<file path="config.mk">
export PLATFORM = sky130hd
export DESIGN_NAME = mux_arbiter_rr
export DESIGN_NICKNAME = d
export VERILOG_FILES = /design/src/rtl/mux_arbiter_rr.sv
export SDC_FILE = /design/constraint.sdc
export NUM_CORES = 1
export LEC_CHECK = 0
export ABC_CLOCK_PERIOD_IN_PS = 2000
export BUFFER_PORTS_ARGS = -buffer_cell sky130_fd_sc_hd__buf_2
export CAP_MARGIN = 5
export CORE_MARGIN = 2
export CORE_UTILIZATION = 29
export DETAILED_ROUTE_END_ITERATION = 12
export SLEW_MARGIN = 5
export SYNTH_ARGS = -nofsm -noshare
export SYNTH_HDL_FRONTEND = slang
export SYNTH_SLANG_ARGS = --single-unit
</file>
<file path="constraint.sdc">
create_clock -name clk -period 2 [get_ports clk]
set_input_delay 0 -clock clk [delete_from_list [all_inputs] [get_ports clk]]
set_output_delay 0 -clock clk [all_outputs]
set_load 0.01 [all_outputs]
</file>
<file path="src/rtl/mux_arbiter_rr.sv">
// Round-robin arbiter driving a shared 2:1 data mux. Grants are capped at MAX_BURST transfers
// while the other side waits. The selected word is registered out with a one-cycle valid strobe.
module mux_arbiter_rr #(
  parameter int WIDTH     = 8,
  parameter int MAX_BURST = 4
) (
  input  logic             clk,
  input  logic             reset_L,
  input  logic             req0,
  input  logic [WIDTH-1:0] dataIn0,
  input  logic             req1,
  input  logic [WIDTH-1:0] dataIn1,
  input  logic             out_ready,
  output logic             grant0,
  output logic             grant1,
  output logic             selector,
  output logic [WIDTH-1:0] dataOut,
  output logic             valid_out
);

  localparam logic [1:0] IDLE = 2'd0;
  localparam logic [1:0] GNT0 = 2'd1;
  localparam logic [1:0] GNT1 = 2'd2;
  localparam logic [3:0] BURST_LAST = 4'(MAX_BURST - 1);

  logic [1:0]       state, state_nxt;
  logic [3:0]       cnt, cnt_nxt;
  logic             last_served, last_nxt;
  logic             own_req, oth_req, xfer;
  logic [1:0]       other;
  logic [WIDTH-1:0] sel_data;

  // Grants and the mux select decode straight from the state register, so they never glitch
  // or overlap.
  assign grant0   = (state == GNT0);
  assign grant1   = (state == GNT1);
  assign selector = grant1;

  assign own_req  = selector ? req1 : req0;
  assign oth_req  = selector ? req0 : req1;
  assign other    = selector ? GNT0 : GNT1;
  assign sel_data = selector ? dataIn1 : dataIn0;
  assign xfer     = (grant0 | grant1) & own_req & out_ready;

  always_comb begin
    state_nxt = state;
    cnt_nxt   = cnt;
    last_nxt  = last_served;
    case (state)
      IDLE: begin
        if (req0 && (!req1 || last_served)) state_nxt = GNT0;
        else if (req1)                      state_nxt = GNT1;
      end
      GNT0, GNT1: begin
        if (!own_req) begin
          state_nxt = oth_req ? other : IDLE;
          cnt_nxt   = 4'd0;
        end else if (xfer) begin
          last_nxt = grant1;
          // A full burst hands over at once if the other side waits.
          // Otherwise the count restarts and the burst is renewed.
          if (cnt == BURST_LAST) begin
            cnt_nxt = 4'd0;
            if (oth_req) state_nxt = other;
          end else begin
            cnt_nxt = cnt + 4'd1;
          end
        end
      end
      default: begin
        state_nxt = IDLE;
        cnt_nxt   = 4'd0;
      end
    endcase
  end

  always_ff @(posedge clk or negedge reset_L) begin
    if (!reset_L) begin
      state       <= IDLE;
      cnt         <= 4'd0;
      last_served <= 1'b1;
      dataOut     <= '0;
      valid_out   <= 1'b0;
    end else begin
      state       <= state_nxt;
      cnt         <= cnt_nxt;
      last_served <= last_nxt;
      valid_out   <= xfer;
      if (xfer) dataOut <= sel_data;
    end
  end

endmodule

</file>
Word-level counts from Yosys, hierarchy flattened. Cells that the tools add are included. Widths: inputs -> output; s select.

Add/subtract/negate cells: 1. Eq/ne operators: 7. Muxes and demuxes: 16. Bitwise gates (word level): 4. Reduce and logical (&&, ||, !) cells: 8.

Operator list (number): $mux 2 (8); $mux 4 (3); $ne 3x3->1 const B (4); $mux 8 (1); $pmux 4 s2 (1); $add 4x1->4 const B (1); $eq 4x2->1 const B (1); $pmux 2 s2 (1); $reduce_and 4->1 (1); $reduce_and 3->1 (1); $and 1x1->1 (2); $eq 2x1->1 const B (1); $eq 2x2->1 const B (1); $logic_not 2->1 (1); $mux 1 (2); $reduce_and 2->1 (1); $reduce_or 2->1 (1); $logic_and 1x1->1 (1); $logic_not 1->1 (1); $logic_or 1x1->1 (1); $not 1->1 (1); $or 1x1->1 (1).

Register bits after elaboration: 16. Bits of input ports: 21. Output and inout port bits: 12.

Depth between registers and ports, before layout.
Depth in word-level cells: 7. Depth in mapped cells: 7.

Worst setup path before layout. Ideal clock, no wire load.

Path type: reg2reg. Start: register state[0]. End: register state[0]. Library setup time: 0.128 ns. Arrival time: 1.770 ns. Required time: 1.872 ns. Setup slack: 0.103 ns. Stages on the path, launching flop included: 7. Clock period less this slack: 1.897 ns. Path through: dfrtp_1 inv_1 ha_1 mux2_4 and2_4 a22oi_2 mux2_1.

Cells in the longest elaborated chain, start to end: 7.

RTL lines: start: declaration (line 26) `logic [1:0] state, state_nxt;`; start signal: assignment (line 85) `state <= state_nxt;`; $eq 2x2->1 (*) (line 36) `assign grant1 = (state == GNT1);`; via grant1 (line 15) `output logic grant1,`; $mux 2 (line 41) `assign other = selector ? GNT0 : GNT1;`; $mux 2 (line 64) `if (oth_req) state_nxt = other;`; $mux 2 (line 62) `if (cnt == BURST_LAST) begin`; $mux 2 (line 58) `end else if (xfer) begin`; $mux 2 (line 55) `if (!own_req) begin`; $pmux 2 s2 (line 49) `case (state)`.

The timed path passes the listed nets; every way through them passes the cells marked *. The select of a mux whose other input is x is not followed. A chain may end at the register's enable or synchronous reset.

Final worst setup path.
Start: register state[0]. End: register state[1].

Cells in the longest elaborated chain, start to end: 7.

RTL lines (line): $eq 2x2->1 (36, 49); $mux 2 (41); $mux 2 (64); $mux 2 (62); $mux 2 (58); $mux 2 (55); $pmux 2 s2 (49).

Several ways; a longest one is shown, not always the timed one. The select of a mux whose other input is x is not followed.

==> reports/results.txt <==
First-pass GRT wire length: 3330 um
Seq cells post-synth: 16
Highest-count cells in the layout ignoring fill and taps: 33 x buf_2, 15 x dfrtp_1, 15 x dlygate4sd3_1, 9 x nand2_1, 9 x o21ai_1
Commonest non-fill, non-tap cell in the layout: buf_2
Gr usage total: 12.2%
Startpoint Class: flip-flop
Achievable Freq: 525 MHz
Syn avg cell area: 10.1 um2
Final core utilization: 44.5%
PwrDens: 1270 nW/um2
Row Count: 20
Final min period: 1.90 ns
CP Data Arrival Time: 2.07 ns
Clock Skews: 0.00410 ns
Clock buffer depth: 2
Gpl congestion: 0.760
WP data required: 2.17 ns
Status: finished, final reports clean
Worst Setup End Kind: flip-flop
Netlist cell types: 31
Antenna cell count: 0
Gr ovfl total: 0
Setup CP Type: reg -> reg
Residual DRC count: 0
Height of the die: 60.4 um
Syn-to-layout area delta: 46.1%
Hold Vio Cnt, Final: 0
Number of port buffers: 32
Core ar.: 3030 um2
Setup Viol. Count Final: 0
Die area: 3650 um2
Number of routed nets with antenna violations: 0
Nets@finish: 172
Number of global-route vias before repair: 793
CTS tree: yes
First DRT Iteration DRCs: 15
Max-cap violation count: 0
Hold depth: 3
Final Max Slew Viols: 0
Worst Tran Pin Value: 0.356 ns
DRT Wirelength: 2080 um
TritonRoute pass-1 iters: 4
Worst reg2reg path depth: 6
Via count: 854
Cells along the critical path: inv_1 > ha_2 > mux2_4 > and2_4 > a22oi_2 > mux2_1
Syn Inst Count: 91
CTS sink cnt: 16
Pre-CTS WS: 0.135 ns
Ratio of cells with drive above 1 in the final layout: 33.3%
Initial antenna violation count: 0
Slew HR: 76.2%
Seq/Total Area, Yosys: 43.6%
Initial Utilization: 30.5%
Via density: 4.54
HPWL Detailed: 1460 um
Synth Cell Area: 922 um2
Slowest-stage cell, CP: dfrtp_1
Syn nets: 118
Hold Path Class: in -> reg
Cell taking the most area after synthesis: dfrtp_1
Largest net degree at the start of global routing: 17
Slowest stage delay, CP: 0.42 ns
Die X: 60.4 um
CTS root buf: clkbuf_4
Num ports: 33
Leakage power: 0.000675 uW
Ys Warns: 0
CP max FO: 4
H-tree depth: 1
Worst vdd ir: 0.631 mV
Reg clk slew, reported paths: 0.09 ns
Routed WL per cell: 11.1 um
Final WS setup: 0.0957 ns
Ranking of synthesized cells by area: dfrtp_1 41%, mux2i_1 8.7%, ha_1 8.1%, o21ai_1 4.9%, nand2_1 3.7%
Final period util: 95.2%
Synth top area share: 40.7%
Skew-Pair Late Insertion Delay: 0.28 ns
CTS Buf Count: 3
-- per-stage QoR --
stage,TNS [ns],area [um2],cells,hold slack [ns],power [uW]
after detailed placement,0,1130,166,-0.0642,1390
after CTS,0,1320,185,0.00712,1680
after global routing,-0.00832,1350,188,0.0122,1870
after global placement,0,1130,166,-0.0685,1360
final,0,1350,188,0.00697,1710
after floorplan,0,922,91,-0.296,1140
-- routing by layer --
layer | vias to the layer above | routed length, um | global-route usage, %
li1 | 431 | - | -
met1 | 397 | 933 | 15.6
met2 | 26 | 1040 | 21.3
met3 | 0 | 110 | 3.84
met4 | 0 | 0 | 0.952
met5 | - | 0 | 0
-- where the power goes --
part,internal [uW],switching [uW]
Clock,111,96.7
Sequential,447,68.9
Combinational,497,486
-- state kept, by name (all words and copies together), names as in the netlist --
| signal | cells |
|---|---|
| state | 2 |
| last_served | 1 |
| cnt | 4 |
| valid_out | 1 |
| dataOut | 8 |
-- layout make-up --
cell class / instances / area, um2
repair buffers: 52 / 349
clock buffers: 4 / 36.3
well taps: 44 / 55.1
multi-input cells: 65 / 479
inverters: 7 / 26.3
fillers: 312 / 1680
flip-flops and latches: 16 / 402
-- cell usage after synthesis --
cell type / n
nand2_1: 9
a22o_1: 2
and3_1: 1
o21ai_0: 2
a21o_1: 1
nand4_1: 3
and2_4: 1
buf_2: 2
nand3_1: 2
o21ai_1: 9
inv_1: 6
o2111ai_1: 1
mux2_1: 3
nor3b_1: 1
buf_4: 1
ha_1: 6
a21oi_1: 2
nand3b_1: 1
nor2b_1: 1
inv_2: 1
a22oi_2: 1
mux2_4: 1
a31oi_1: 2
mux2i_1: 8
nand2b_1: 3
nor2_1: 2
o22ai_1: 1
nand3_2: 1
dfstp_2: 1
o31ai_1: 1
dfrtp_1: 15
-- path summary, 6_finish.rpt --
check,start,endpoint,slack (ns)
worst max-delay path,state[0],state[1],0.1
worst min-delay path,dataIn0[6],dataOut[6],0.007
worst max register to register,state[0],state[1],0.1
max in group asynchronous,reset_L,last_served,1.54
worst min register to register,dataOut[7],dataOut[7],0.49
min in group asynchronous,reset_L,valid_out,0.15
-- cells by family (layout without fill, tap and decap cells) --
kind of cell | count (synthesis) | after routing | synth area share (%)
fa+ha+maj | 6 | 6 | 8.14
flops | 16 | 16 | 43.6
buf+inv | 10 | 63 | 4.75
compound gates | 22 | 22 | 14.9
simple gates | 25 | 25 | 14.7
mux | 12 | 12 | 14.0
-- critical path: cells and delay by family (launching register included) --
kind,cells,cell delay [ns]
AND/OR/NAND/NOR,1,0.18
buffers and inverters,1,0.12
adder cells (fa/ha/maj),1,0.23
flip-flops,1,0.42
AO/OA/AOI/OAI,1,0.18
multiplexers,2,0.66
-- what timing repair did --
item | in CTS | in global routing
hold buffers | 15 | 0
resized for setup | 0 | 2
endpoints found under the hold margin | 23 | 0
setup endpoints to repair | 0 | 7
setup buffers | 0 | 2
(Power assumes the default switching activity.)
